===== config.mk =====
export PLATFORM = sky130hd
export DESIGN_NAME = clock_div_bank
export DESIGN_NICKNAME = d
export VERILOG_FILES = /design/src/rtl/clock_div_pkg.sv /design/src/rtl/clock_div_channel.sv /design/src/rtl/clock_div_bank.sv
export SDC_FILE = /design/constraint.sdc
export NUM_CORES = 1
export LEC_CHECK = 0
export ABC_AREA = 0
export BUFFER_PORTS_ARGS = -buffer_cell sky130_fd_sc_hd__buf_4
export CAP_MARGIN = 40
export CORE_MARGIN = 2
export CORE_UTILIZATION = 45
export CTS_BUF_LIST = sky130_fd_sc_hd__clkbuf_8
export CTS_CLUSTER_DIAMETER = 150
export DETAILED_ROUTE_END_ITERATION = 10
export GPL_ROUTABILITY_DRIVEN = 0
export PLACE_DENSITY = 0.66
export SLEW_MARGIN = 25
export SYNTH_ARGS = -nofsm -noshare
export SYNTH_HDL_FRONTEND = slang
export SYNTH_SLANG_ARGS = --single-unit

===== constraint.sdc =====
create_clock -name clk_i -period 6.5 [get_ports clk_i]
set_input_delay 1.625 -clock clk_i [delete_from_list [all_inputs] [get_ports clk_i]]
set_output_delay 1.625 -clock clk_i [all_outputs]
set_load 0.02 [all_outputs]

===== src/rtl/clock_div_pkg.sv =====
// rtl/clock_div_pkg.sv - shared constants and divisor helper for clock_div_bank
package clock_div_pkg;

  localparam int unsigned CW_DEFAULT      = 30;
  localparam int unsigned RST_DIV_DEFAULT = 50000000;

  // Divisor arithmetic is done at this width; channel widths up to 32 bits fit.
  localparam int unsigned           DIV_CALC_W = 32;
  localparam logic [DIV_CALC_W-1:0] DIV_MIN    = 32'd2;

  function automatic logic [DIV_CALC_W-1:0] eff_div(input logic [DIV_CALC_W-1:0] div);
    return (div < DIV_MIN) ? DIV_MIN : div;
  endfunction

endpackage


===== src/rtl/clock_div_channel.sv =====
// rtl/clock_div_channel.sv - one divider channel: counter, shadow/active divisor, tick and square wave
module clock_div_channel
  import clock_div_pkg::*;
#(
  parameter int unsigned CW      = CW_DEFAULT,
  parameter int unsigned RST_DIV = RST_DIV_DEFAULT
) (
  input  logic          clk_i,
  input  logic          rst_ni,
  input  logic          en_i,
  input  logic          clr_i,
  input  logic          wr_i,
  input  logic [CW-1:0] div_i,
  output logic          tick_o,
  output logic          sq_o
);

  localparam logic [CW-1:0] RST_VAL = CW'(RST_DIV);

  logic [CW-1:0] active_q, active_d;
  logic [CW-1:0] shadow_q, shadow_d;
  logic [CW-1:0] cnt_q, cnt_d;
  logic          tick_q, tick_d;
  logic          sq_q, sq_d;

  logic [CW-1:0] div_eff;
  logic [CW-1:0] last_cnt;
  logic [CW-1:0] half;
  logic          run;
  logic          wrap;

  always_comb begin
    div_eff  = CW'(eff_div(DIV_CALC_W'(active_q)));
    last_cnt = div_eff - CW'(1);
    half     = div_eff >> 1;
    run      = en_i & ~clr_i;
    wrap     = run & (cnt_q == last_cnt);
  end

  // sq rises with the wrap and falls once the count reaches floor(D/2).
  always_comb begin
    shadow_d = wr_i ? div_i : shadow_q;
    active_d = active_q;
    cnt_d    = '0;
    tick_d   = 1'b0;
    sq_d     = 1'b0;
    if (!run) begin
      active_d = shadow_q;
    end else if (wrap) begin
      active_d = wr_i ? div_i : shadow_q;
      tick_d   = 1'b1;
      sq_d     = 1'b1;
    end else begin
      cnt_d = cnt_q + CW'(1);
      sq_d  = (cnt_d == half) ? 1'b0 : sq_q;
    end
  end

  always_ff @(posedge clk_i or negedge rst_ni) begin
    if (!rst_ni) begin
      active_q <= RST_VAL;
      shadow_q <= RST_VAL;
      cnt_q    <= '0;
      tick_q   <= 1'b0;
      sq_q     <= 1'b0;
    end else begin
      active_q <= active_d;
      shadow_q <= shadow_d;
      cnt_q    <= cnt_d;
      tick_q   <= tick_d;
      sq_q     <= sq_d;
    end
  end

  assign tick_o = tick_q;
  assign sq_o   = sq_q;

endmodule


===== src/rtl/clock_div_bank.sv =====
// rtl/clock_div_bank.sv - multi-channel programmable clock-enable generator
module clock_div_bank
  import clock_div_pkg::*;
#(
  parameter int unsigned NCH     = 4,
  parameter int unsigned CW      = CW_DEFAULT,
  parameter int unsigned RST_DIV = RST_DIV_DEFAULT
) (
  input  logic                                 clk_i,
  input  logic                                 rst_ni,
  input  logic [NCH-1:0]                       en_i,
  input  logic [NCH-1:0]                       clr_i,
  input  logic                                 cfg_we_i,
  input  logic [$clog2(NCH > 1 ? NCH : 2)-1:0] cfg_ch_i,
  input  logic [CW-1:0]                        cfg_div_i,
  output logic [NCH-1:0]                       tick_o,
  output logic [NCH-1:0]                       sq_o
);

  localparam int unsigned CHW = $clog2(NCH > 1 ? NCH : 2);

  logic [NCH-1:0] wr;

  // Out-of-range channel numbers match no decode line and are dropped.
  always_comb begin
    wr = '0;
    for (int i = 0; i < NCH; i++) begin
      wr[i] = cfg_we_i && (cfg_ch_i == CHW'(i));
    end
  end

  for (genvar g = 0; g < NCH; g++) begin : g_ch
    clock_div_channel #(
      .CW     (CW),
      .RST_DIV(RST_DIV)
    ) u_ch (
      .clk_i (clk_i),
      .rst_ni(rst_ni),
      .en_i  (en_i[g]),
      .clr_i (clr_i[g]),
      .wr_i  (wr[g]),
      .div_i (cfg_div_i),
      .tick_o(tick_o[g]),
      .sq_o  (sq_o[g])
    );
  end

endmodule

==> Word-level counts from Yosys, hierarchy flattened <==
Cells that the tools add are included.
{ "classes": {"addsub": 8, "magnitude_cmp": 4, "eq_ne": 19, "muxes": 44, "bitwise": 12, "n_reduce_logical": 5} }
{ "op_table": {"columns": ["operator", "count"], "rows": [
  ["$mux W30", 24],
  ["$add A30 B1 Y30 const B", 4],
  ["$eq A30 B29 Y1", 4],
  ["$eq A30 B30 Y1", 4],
  ["$lt A30 B2 Y1 const B", 4],
  ["$sub A30 B1 Y30 const B", 4],
  ["$mux W1", 20],
  ["$ne A3 B3 Y1 const B", 4],
  ["$and A1 B1 Y1", 8],
  ["$ne A2 B2 Y1 const B", 4],
  ["$eq A2 B2 Y1 const B", 2],
  ["$logic_and A1 B1 Y1", 4],
  ["$not A1 Y1", 4],
  ["$eq A2 B1 Y1 const B", 1],
  ["$logic_not A2 Y1", 1]
]} }
{ "totals": {"register_bits": 368, "inputBits": 43, "output_inout_bits": 8} }

==> Depth between registers and ports, before layout <==
Gate-level depths: netlist (run 1).
{ "depth": {"depth_word": 7, "depth_mapped": 19} }

==> Cells and area by module <==
Synthesis (run 1) repeated with hierarchy kept, for this count alone.
{ "hier_totals": {"cells_unflattened": 3118, "hier_area_um2": 26998.4} }
{ "by_module_without_submodules": {"columns": ["mod", "n_inst", "cells_each", "area_each_um2", "seq_area_each_um2"], "rows": [
  ["clock_div_channel (g_ch[1].u_ch ...)", 2, 797, 6909.1, 2332.2],
  ["clock_div_channel (g_ch[3].u_ch)", 1, 760, 6610.1, 2332.2],
  ["clock_div_channel (g_ch[0].u_ch)", 1, 760, 6532.5, 2332.2],
  ["clock_div_bank", 1, 4, 37.5, 0.0]
]} }

==> Worst setup path before layout (run 1) <==
No wires, ideal clock.
{ "synth_timing": {"path_type": "reg2reg", "from": "register g_ch[2].u_ch.active_q[6]", "to": "register g_ch[2].u_ch.active_q[7]", "setup_ps": 75, "t_arrival_ps": 5548, "t_required_ps": 6425, "setup_slack_ps": 877, "stages_incl_launch_ff": 18, "path_buffers": 3, "synth_period_minus_slack_ps": 5623, "cell_sequence": "dfrtp_1 -> or4_1 -> clkbuf_1 -> nor3_1 -> nand3_1 -> nand2_1 -> ha_1 -> or4b_1 -> or4_1 -> buf_2 -> or4_4 -> a211oi_2 -> nand4b_1 -> or4_4 -> a2111oi_4 -> buf_6 -> mux2_1 -> a2bb2oi_1"} }
{ "synth_between": {"elab_chain_cells": 6} }
{ "synth_lines": {"columns": ["item", "line", "source"], "rows": [
  ["start, declared", "clock_div_channel.sv:20", "logic [CW-1:0] active_q, active_d;"],
  ["start signal, assigned", "clock_div_channel.sv:67", "active_q <= active_d;"],
  ["$lt A30 B2 Y1", "clock_div_pkg.sv:12", "return (div < DIV_MIN) ? DIV_MIN : div;"],
  ["$mux W30 (*)", "clock_div_pkg.sv:12", null],
  ["$sub A30 B1 Y30 (*)", "clock_div_channel.sv:34", "last_cnt = div_eff - CW'(1);"],
  ["$eq A30 B30 Y1 (*)", "clock_div_channel.sv:37", "wrap = run & (cnt_q == last_cnt);"],
  ["$and A1 B1 Y1 (*)", "clock_div_channel.sv:37", null],
  ["$ne A2 B2 Y1 (no source line) (*)", null, null]
]} }
Every way passes the cells marked *; elsewhere a longest branch is shown, timed or not.
A chain may end at the register's enable or synchronous reset.

==> Worst setup path in the final report (run 1) <==
{ "layout_timing": {"from": "register g_ch[2].u_ch.active_q[24]", "to": "register g_ch[2].u_ch.active_q[18]"} }
Same word-level chain as after synthesis.

==> insert_results.sql, run 1 <==
INSERT INTO impl_metrics (metric_group, metric, value, unit) VALUES
('outcome', 'status', 'completed', ''),
('finish', 'filler_cell_count', '5067', ''),
('cts', 'clk_transition_reported_paths', '0.06', 'ns'),
('synthesis', 'post_synth_main_area_contributors', 'sky130_fd_sc_hd__dfrtp_1 28%, sky130_fd_sc_hd__dfstp_2 10%, sky130_fd_sc_hd__xnor2_1 7.0%', ''),
('global_route', 'first_global_vias', '21300', ''),
('cts', 'cts_tree', 'done', ''),
('setup_path', 'crit_path_class', 'reg2reg', ''),
('timing', 'final_hold_viol_count', '0', ''),
('route', 'total_detailed_routing_wirelength', '71.0', 'mm'),
('synthesis', 'post_synth_inst_count', '2874', ''),
('placement', 'port_buffers', '50', ''),
('power', 'cellPowerDensity', '251', 'nW/um^2'),
('power', 'power.ir.vdd_worst', '137', 'uV'),
('timing', 'rsz_0062_raised_after_global_routing', 'false', ''),
('setup_path', 'worstPathMaxFanout', '27', ''),
('synthesis', 'yosysWarningCount', '0', ''),
('synthesis', 'synthesis.area', '24700', 'sq um'),
('synthesis', 'ffs_w_async_s_r_synth', '100', '%'),
('setup_path', 'path_common_cell', 'sky130_fd_sc_hd__or4_4', ''),
('setup_path', 'worstPathArrival', '6.46', 'ns'),
('global_route', 'antenna_found_initial', '0', ''),
('die', 'start_util', '45.7', '%'),
('cts', 'h-tree-depth', '3', ''),
('die', 'pin_count', '51', ''),
('synthesis', 'synth_enable_flop_cells', '0', ''),
('synthesis', 'seq_area_frac_synth', '37.8', '%'),
('setup_path', 'crit_slowest_cell', 'sky130_fd_sc_hd__or4_1', ''),
('synthesis', 'ys_seq_elements', '368', ''),
('power', 'clock_power_share', '33.1', '%'),
('timing', 'final.hold.worst_slack', '0.457', 'ns'),
('finish', 'antenna_cells_inserted', '0', ''),
('finish', 'areaGrowthSynthToFinish', '8.22', '%'),
('die', 'die_y', '238', 'um'),
('timing', 'setup_total_negative_slack', '0', 'ns'),
('power', 'power.net_switching', '2230', 'uW'),
('power', 'power_frac_seq', '45.6', '%'),
('cts', 'clockBufferDepth', '3', ''),
('finish', 'numnets_final', '2829', ''),
('synthesis', 'syn_nets', '2925', ''),
('setup_path', 'cp_num_buf_inv', '2', ''),
('synthesis', 'synth_most_common_cell', 'sky130_fd_sc_hd__nand2_1', ''),
('synthesis', 'yosys.area.top_type', 'sky130_fd_sc_hd__dfrtp_1', ''),
('cts', 'post-cts-setup-buffer-count', '0', ''),
('synthesis', 'synth_top_cells_by_count', '400 x sky130_fd_sc_hd__nand2_1, 272 x sky130_fd_sc_hd__dfrtp_1, 269 x sky130_fd_sc_hd__nor2_1', ''),
('timing', 'fmax', '0.168', 'GHz'),
('global_route', 'grt_use_total', '25.1', '%'),
('route', 'drt_iter0_drc', '2000', ''),
('route', 'detailedRoute.firstPassIterationCount', '5', ''),
('finish', 'fraction_of_final_layout_cells_with_drive_strength_greater_than_1', '14.9', '%'),
('placement', 'place_hpwl', '49.6', 'mm'),
('timing', 'worstMarginPinSlew', '0.842', 'ns'),
('setup_path', 'reg2reg_launch_point', 'g_ch[2].u_ch.active_q[24]$_DFFE_PN0P_', ''),
('setup_path', 'peak_per_stage_delay_on_the_critical_path', '0.61', 'ns'),
('setup_path', 'crit_path_cell_trace', 'nor4_1 -> and3_1 -> nand3_1 -> nand2_1 -> ha_1 -> or4b_1 -> or4_1 -> or4_4 -> a211oi_2 -> nand4b_1 -> or4_4 -> a2111oi_4 -> buf_12 -> a21boi_4 -> buf_16 -> a2bb2oi_1', ''),
('global_route', 'grt_start_max_net_pins', '136', ''),
('synthesis', 'synth_area_per_cell', '8.58', 'sq um'),
('min_path', 'hold_path_startpoint', 'g_ch[1].u_ch.shadow_q[13]$_DFF_PN1_', ''),
('route', 'post-route-drc-count', '0', ''),
('synthesis', 'synth_flop_cell', 'sky130_fd_sc_hd__dfrtp_1', ''),
('die', 'floorplan.core_area', '54000', 'sq um'),
('timing', 'finalMaxSlewViolations', '0', ''),
('setup_path', 'worstSetupStartpointType', 'flop', ''),
('timing', 'setup_viol', '0', ''),
('route', 'vias', '21600', ''),
('power', 'p_int', '4470', 'uW'),
('global_route', 'grt_remaining_overflow', '0', ''),
('synthesis', 'synthDistinctLibCells', '85', ''),
('power', 'p_leak', '0.0109', 'uW'),
('timing', 'finalCriticalPeriod', '5.97', 'ns'),
('power', 'p_sw_share', '33.3', '%'),
('cts', 'clock_latency', '0.65', 'ns');
==> layout by cell type (no fill, tap or decap), types with 12 or more instances in the layout <==
| master | instances |
|---|---|
| sky130_fd_sc_hd__nand2_1 | 400 |
| sky130_fd_sc_hd__dfrtp_1 | 272 |
| sky130_fd_sc_hd__nor2_1 | 268 |
| sky130_fd_sc_hd__xnor2_1 | 196 |
| sky130_fd_sc_hd__nand3_1 | 151 |
| sky130_fd_sc_hd__xor2_1 | 147 |
| sky130_fd_sc_hd__dfstp_2 | 96 |
| sky130_fd_sc_hd__clkbuf_8 | 82 |
| sky130_fd_sc_hd__buf_4 | 81 |
| sky130_fd_sc_hd__nor3_1 | 71 |
| sky130_fd_sc_hd__nor4_1 | 71 |
| sky130_fd_sc_hd__and3_1 | 68 |
| sky130_fd_sc_hd__a21oi_1 | 66 |
| sky130_fd_sc_hd__a211o_1 | 66 |
| sky130_fd_sc_hd__nand4_1 | 65 |
| sky130_fd_sc_hd__inv_1 | 55 |
| sky130_fd_sc_hd__or2_2 | 43 |
| sky130_fd_sc_hd__mux2i_1 | 39 |
| sky130_fd_sc_hd__o21ai_0 | 38 |
| sky130_fd_sc_hd__o22ai_1 | 38 |
| sky130_fd_sc_hd__mux2_2 | 37 |
| sky130_fd_sc_hd__a21boi_0 | 37 |
| sky130_fd_sc_hd__a2bb2oi_1 | 34 |
| sky130_fd_sc_hd__or4_1 | 33 |
| sky130_fd_sc_hd__a2bb2oi_2 | 27 |
| sky130_fd_sc_hd__nand2b_1 | 23 |
| sky130_fd_sc_hd__a31oi_1 | 21 |
| sky130_fd_sc_hd__o211ai_1 | 19 |
| sky130_fd_sc_hd__nand3b_1 | 19 |
| sky130_fd_sc_hd__and4_1 | 17 |
| sky130_fd_sc_hd__nor3b_1 | 15 |
| sky130_fd_sc_hd__or3_1 | 15 |
| sky130_fd_sc_hd__o31ai_1 | 13 |
| sky130_fd_sc_hd__nor2b_1 | 12 |
==> power by group through the flow <==
stage | Combinational (uW) | Sequential (uW) | Clock, uW
after detailed placement | 1410 | 3080 | 0
after CTS | 1410 | 3040 | 2280
after global routing | 1570 | 3100 | 2390
after global placement | 1360 | 3060 | 0
after floorplan | 1220 | 2800 | 0
final | 1420 | 3060 | 2220
==> cell type report <==
type                            instances  area, sq um  area share, %
Clock buffer                           82         1130           4.23
Clock inverter                         40          214          0.801
Inverter                               30          113          0.422
Multi-Input combinational cell       2217        14200           53.3
Sequential cell                       368         9330           34.9
Tap cell                              696          871           3.26
Timing Repair Buffer                   95          817           3.06
==> per-layer routing <==
metal | vias to the layer above | share of wire, % | GRT usage [%]
met4 | 0 | 4.9 | 13.1
met1 | 10500 | 43 | 33.7
met3 | 183 | 7.0 | 3.97
met5 | - | 0 | 0
li1 | 10000 | - | -
met2 | 863 | 45 | 39.1
==> sequential cells by signal, summed over array words and instances, names as in the netlist <==
signal,count
g_ch.u_ch.cnt_q,120
g_ch.u_ch.active_q,120
g_ch.u_ch.sq_o,4
g_ch.u_ch.tick_o,4
g_ch.u_ch.shadow_q,120
==> metrics by stage <==
stage	instance area, sq um	total power [uW]	worst slack (ns)	utilization (%)	instances
floorplan	24700	4020	0.877	-	2874
global placement	25200	4420	0.849	46.7	3396
detailed placement	25300	4480	0.682	46.9	3403
CTS	26700	6730	0.661	49.3	3525
global route	26700	7060	0.291	49.4	3528
finish	26700	6710	0.530	49.4	3528
==> logic make-up (layout without fill, tap and decap cells) <==
| family | after synthesis | in the layout | share of synthesized area (%) |
|---|---|---|---|
| XOR/XNOR | 346 | 346 | 12.5 |
| AO/OA/AOI/OAI | 464 | 464 | 14.7 |
| flip-flops | 368 | 368 | 37.8 |
| buffers and inverters | 289 | 247 | 4.75 |
| multiplexers | 78 | 78 | 3.36 |
| adder cells (fa/ha/maj) | 8 | 8 | 0.406 |
| AND/OR/NAND/NOR | 1321 | 1321 | 26.5 |
==> worst paths after layout <==
check / to / slack [ns] / depth (start not counted)
worst max-delay path: g_ch[2].u_ch.active_q[18]$_DFFE_PN0P_ / 0.53 / 16
worst min-delay path: g_ch[1].u_ch.shadow_q[13]$_DFF_PN1_ / 0.46 / 2
worst max register to register: g_ch[2].u_ch.active_q[18]$_DFFE_PN0P_ / 0.53 / 16
worst min register to register: g_ch[1].u_ch.shadow_q[13]$_DFF_PN1_ / 0.46 / 2
max in group asynchronous: g_ch[0].u_ch.cnt_q[23]$_DFF_PN0_ / 4.50 / 2
min in group asynchronous: g_ch[1].u_ch.cnt_q[4]$_DFF_PN0_ / 0.90 / 1
==> worst min-delay path, stage by stage, from the launching register on <==
cell                      delay (ns)
sky130_fd_sc_hd__dfstp_2        0.37
sky130_fd_sc_hd__nand2_1        0.05
sky130_fd_sc_hd__nand2_1        0.04
(Power assumes the default switching activity.)
==> run 2, diff against run 1 <==
Clock period 6.5 ns to 6.6 ns, I/O delays scaled along.
==> insert_results.sql, run 2 (same netlist as run 1, synthesis figures left out) <==
INSERT INTO impl_metrics (metric_group, metric, value, unit) VALUES
('cts', 'clockBufferDepth', '3', ''),
('finish', 'mostFrequentLayoutCell', 'sky130_fd_sc_hd__nand2_1', ''),
('timing', 'final.hold.worst_slack', '0.459', 'ns'),
('finish', 'antenna_cells_inserted', '0', ''),
('cts', 'holdBufCountCts', '0', ''),
('die', 'floorplan.core_area', '54000', 'sq um'),
('job', 'timing.max_cap.violations', '0', ''),
('global_route', 'grt_remaining_overflow', '0', ''),
('finish', 'fraction_of_final_layout_cells_with_drive_strength_greater_than_1', '15.0', '%'),
('timing', 'setup_viol', '0', ''),
('setup_path', 'crit_path_class', 'reg2reg', ''),
('power', 'power.ir.vdd_worst', '124', 'uV'),
('die', 'die_w', '238', 'um'),
('setup_path', 'crit_slowest_cell', 'sky130_fd_sc_hd__or4_1', ''),
('placement', 'place_hpwl', '48.9', 'mm'),
('setup_path', 'worstSetupStartpointType', 'flop', ''),
('placement', 'dp_cells', '3402', ''),
('min_path', 'min-delay-path-class', 'reg2reg', ''),
('outcome', 'status', 'completed', ''),
('timing', 'setup_ws', '0.331', 'ns'),
('timing', 'slew_headroom', '42.4', '%'),
('timing', 'finalCriticalPeriod', '6.27', 'ns'),
('setup_path', 'worst-r2r-setup-slack', '0.33', 'ns'),
('global_route', 'grt_use_total', '25.0', '%'),
('power', 'cellPowerDensity', '253', 'nW/um^2'),
('route', 'detailedRoute.firstPassIterationCount', '6', ''),
('cts', 'cts-resized-gates', '0', ''),
('timing', 'clock_skew', '0.0236', 'ns'),
('setup_path', 'crit_path_cell_trace', 'or4_1 -> nor3_1 -> nand3_1 -> nand2_1 -> ha_1 -> or4b_1 -> or4_1 -> or4_4 -> a211oi_2 -> nand4b_1 -> or4_4 -> a2111oi_4 -> buf_12 -> a21boi_4 -> buf_16 -> a2bb2oi_2', ''),
('setup_path', 'critPathTopFamily', 'simple AND/OR/NAND/NOR gates', ''),
('global_route', 'first_global_vias', '21400', ''),
('finish', 'layout_common_cells', '400 x sky130_fd_sc_hd__nand2_1, 272 x sky130_fd_sc_hd__dfrtp_1, 268 x sky130_fd_sc_hd__nor2_1, 196 x sky130_fd_sc_hd__xnor2_1, 151 x sky130_fd_sc_hd__nand3_1', ''),
('global_route', 'grt_start_max_net_pins', '140', ''),
('finish', 'numnets_final', '2828', ''),
('cts', 'post-cts-setup-buffer-count', '0', ''),
('setup_path', 'worstPathArrival', '6.75', 'ns'),
('finish', 'biggestRegsByFlops', 'g_ch.u_ch.active_q x120, g_ch.u_ch.cnt_q x120, g_ch.u_ch.shadow_q x120', ''),
('route', 'drt_iter0_drc', '2126', ''),
('cts', 'clock_latency', '0.63', 'ns'),
('route', 'total_detailed_routing_wirelength', '71.1', 'mm'),
('route', 'routed_via_density', '6.16', ''),
('timing', 'worstMarginPinSlew', '0.842', 'ns'),
('cts', 'h-tree-depth', '3', ''),
('timing', 'final_hold_viol_count', '0', ''),
('timing', 'fmax', '0.160', 'GHz'),
('setup_path', 'cp_num_buf_inv', '2', ''),
('setup_path', 'worstPathRequired', '7.08', 'ns'),
('route', 'post-route-drc-count', '0', ''),
('global_route', 'antenna_found_initial', '0', ''),
('die', 'placement_rows', '85', ''),
('timing', 'setup_total_negative_slack', '0', 'ns'),
('route', 'ant_nets', '0', ''),
('power', 'p_leak', '0.0109', 'uW'),
('cts', 'clkSinkCount', '368', ''),
('timing', 'period_share', '95.0', '%'),
('global_route', 'grt_first_pass_wirelength', '115', 'mm'),
('route', 'dr_wl_cell', '20.2', 'um'),
('die', 'start_util', '45.7', '%'),
('cts', 'cts-buffers-inserted', '67', ''),
('placement', 'detailedPlace.worstSlack', '0.448', 'ns'),
('finish', 'post-route-util', '49.5', '%'),
('finish', 'areaGrowthSynthToFinish', '8.51', '%'),
('timing', 'rsz_0062_raised_after_global_routing', 'false', ''),
('cts', 'clk_transition_reported_paths', '0.07', 'ns'),
('cts', 'cts_tree', 'done', ''),
('die', 'pin_count', '51', ''),
('route', 'vias', '21700', ''),
('timing', 'finalMaxSlewViolations', '0', ''),
('die', 'die_ar', '56700', 'sq um'),
('setup_path', 'worstPathMaxFanout', '26', ''),
('cts', 'clock-root-buffer', 'sky130_fd_sc_hd__clkbuf_8', ''),
('setup_path', 'worstSetupEndpointType', 'flop', ''),
('die', 'die_y', '238', 'um'),
('setup_path', 'peak_per_stage_delay_on_the_critical_path', '0.67', 'ns'),
('placement', 'port_buffers', '50', ''),
('finish', 'layoutNonFillerInstCount', '3525', '');
[run 2: cell types whose count changed in the layout (fill, tap and decap cells not counted), moves of 2 or more]
cell,previous run,this run
sky130_fd_sc_hd__inv_6,2,0
sky130_fd_sc_hd__inv_1,55,51
sky130_fd_sc_hd__clkbuf_8,82,87
sky130_fd_sc_hd__bufinv_16,1,4
sky130_fd_sc_hd__clkinvlp_4,5,3
[run 2: worst reg2reg max path: cells and delay by family, from the launching register on]
kind / cells / cell delay [ns]
fa+ha+maj: 1 / 0.21
simple gates: 9 / 3.93
flops: 1 / 0.46
buf+inv: 2 / 0.52
compound gates: 4 / 1.00
[run 2: area by class of cell]
class                           instances  area [sq um]
Fill cell                            5027         27300
Multi-Input combinational cell       2217         14200
Sequential cell                       368          9330
Clock buffer                           87          1200
Tap cell                              696           871
Timing Repair Buffer                   93           788
Clock inverter                         34           251
Inverter                               30           113
[run 2: power breakdown]
part           internal [uW]  total (uW)  switching, uW
combinational            650        1410            756
clock                   1340        2350           1010
sequential              2590        3010            423
[run 2: path summary, 6_finish.rpt]
kind | startpoint | endpoint | depth (start not counted)
setup reg to reg | g_ch[2].u_ch.active_q[11]$_DFFE_PN0P_ | g_ch[2].u_ch.active_q[1]$_DFFE_PN0P_ | 16
hold / removal | g_ch[1].u_ch.shadow_q[21]$_DFF_PN1_ | g_ch[1].u_ch.shadow_q[21]$_DFF_PN1_ | 2
min in group asynchronous | rst_ni | g_ch[1].u_ch.cnt_q[11]$_DFF_PN0_ | 1
hold reg to reg | g_ch[1].u_ch.shadow_q[21]$_DFF_PN1_ | g_ch[1].u_ch.shadow_q[21]$_DFF_PN1_ | 2
setup / recovery | g_ch[2].u_ch.active_q[11]$_DFFE_PN0P_ | g_ch[2].u_ch.active_q[1]$_DFFE_PN0P_ | 16
max in group asynchronous | rst_ni | g_ch[0].u_ch.cnt_q[22]$_DFF_PN0_ | 2
[run 2: stage by stage]
step / power [uW] / cell area [sq um]
floorplan: 3960 / 24700
global placement: 4350 / 25200
detailed placement: 4410 / 25300
CTS: 6800 / 26800
global route: 7110 / 26800
finish: 6760 / 26800
[run 2: layer usage]
layer / vias up / global-route usage, % / share of wire, %
met4: 0 / 12.6 / 4.6
met2: 831 / 38.8 / 45
met3: 210 / 3.57 / 6.0
met1: 10700 / 34.3 / 44
met5: - / 0 / 0
li1: 10000 / - / -
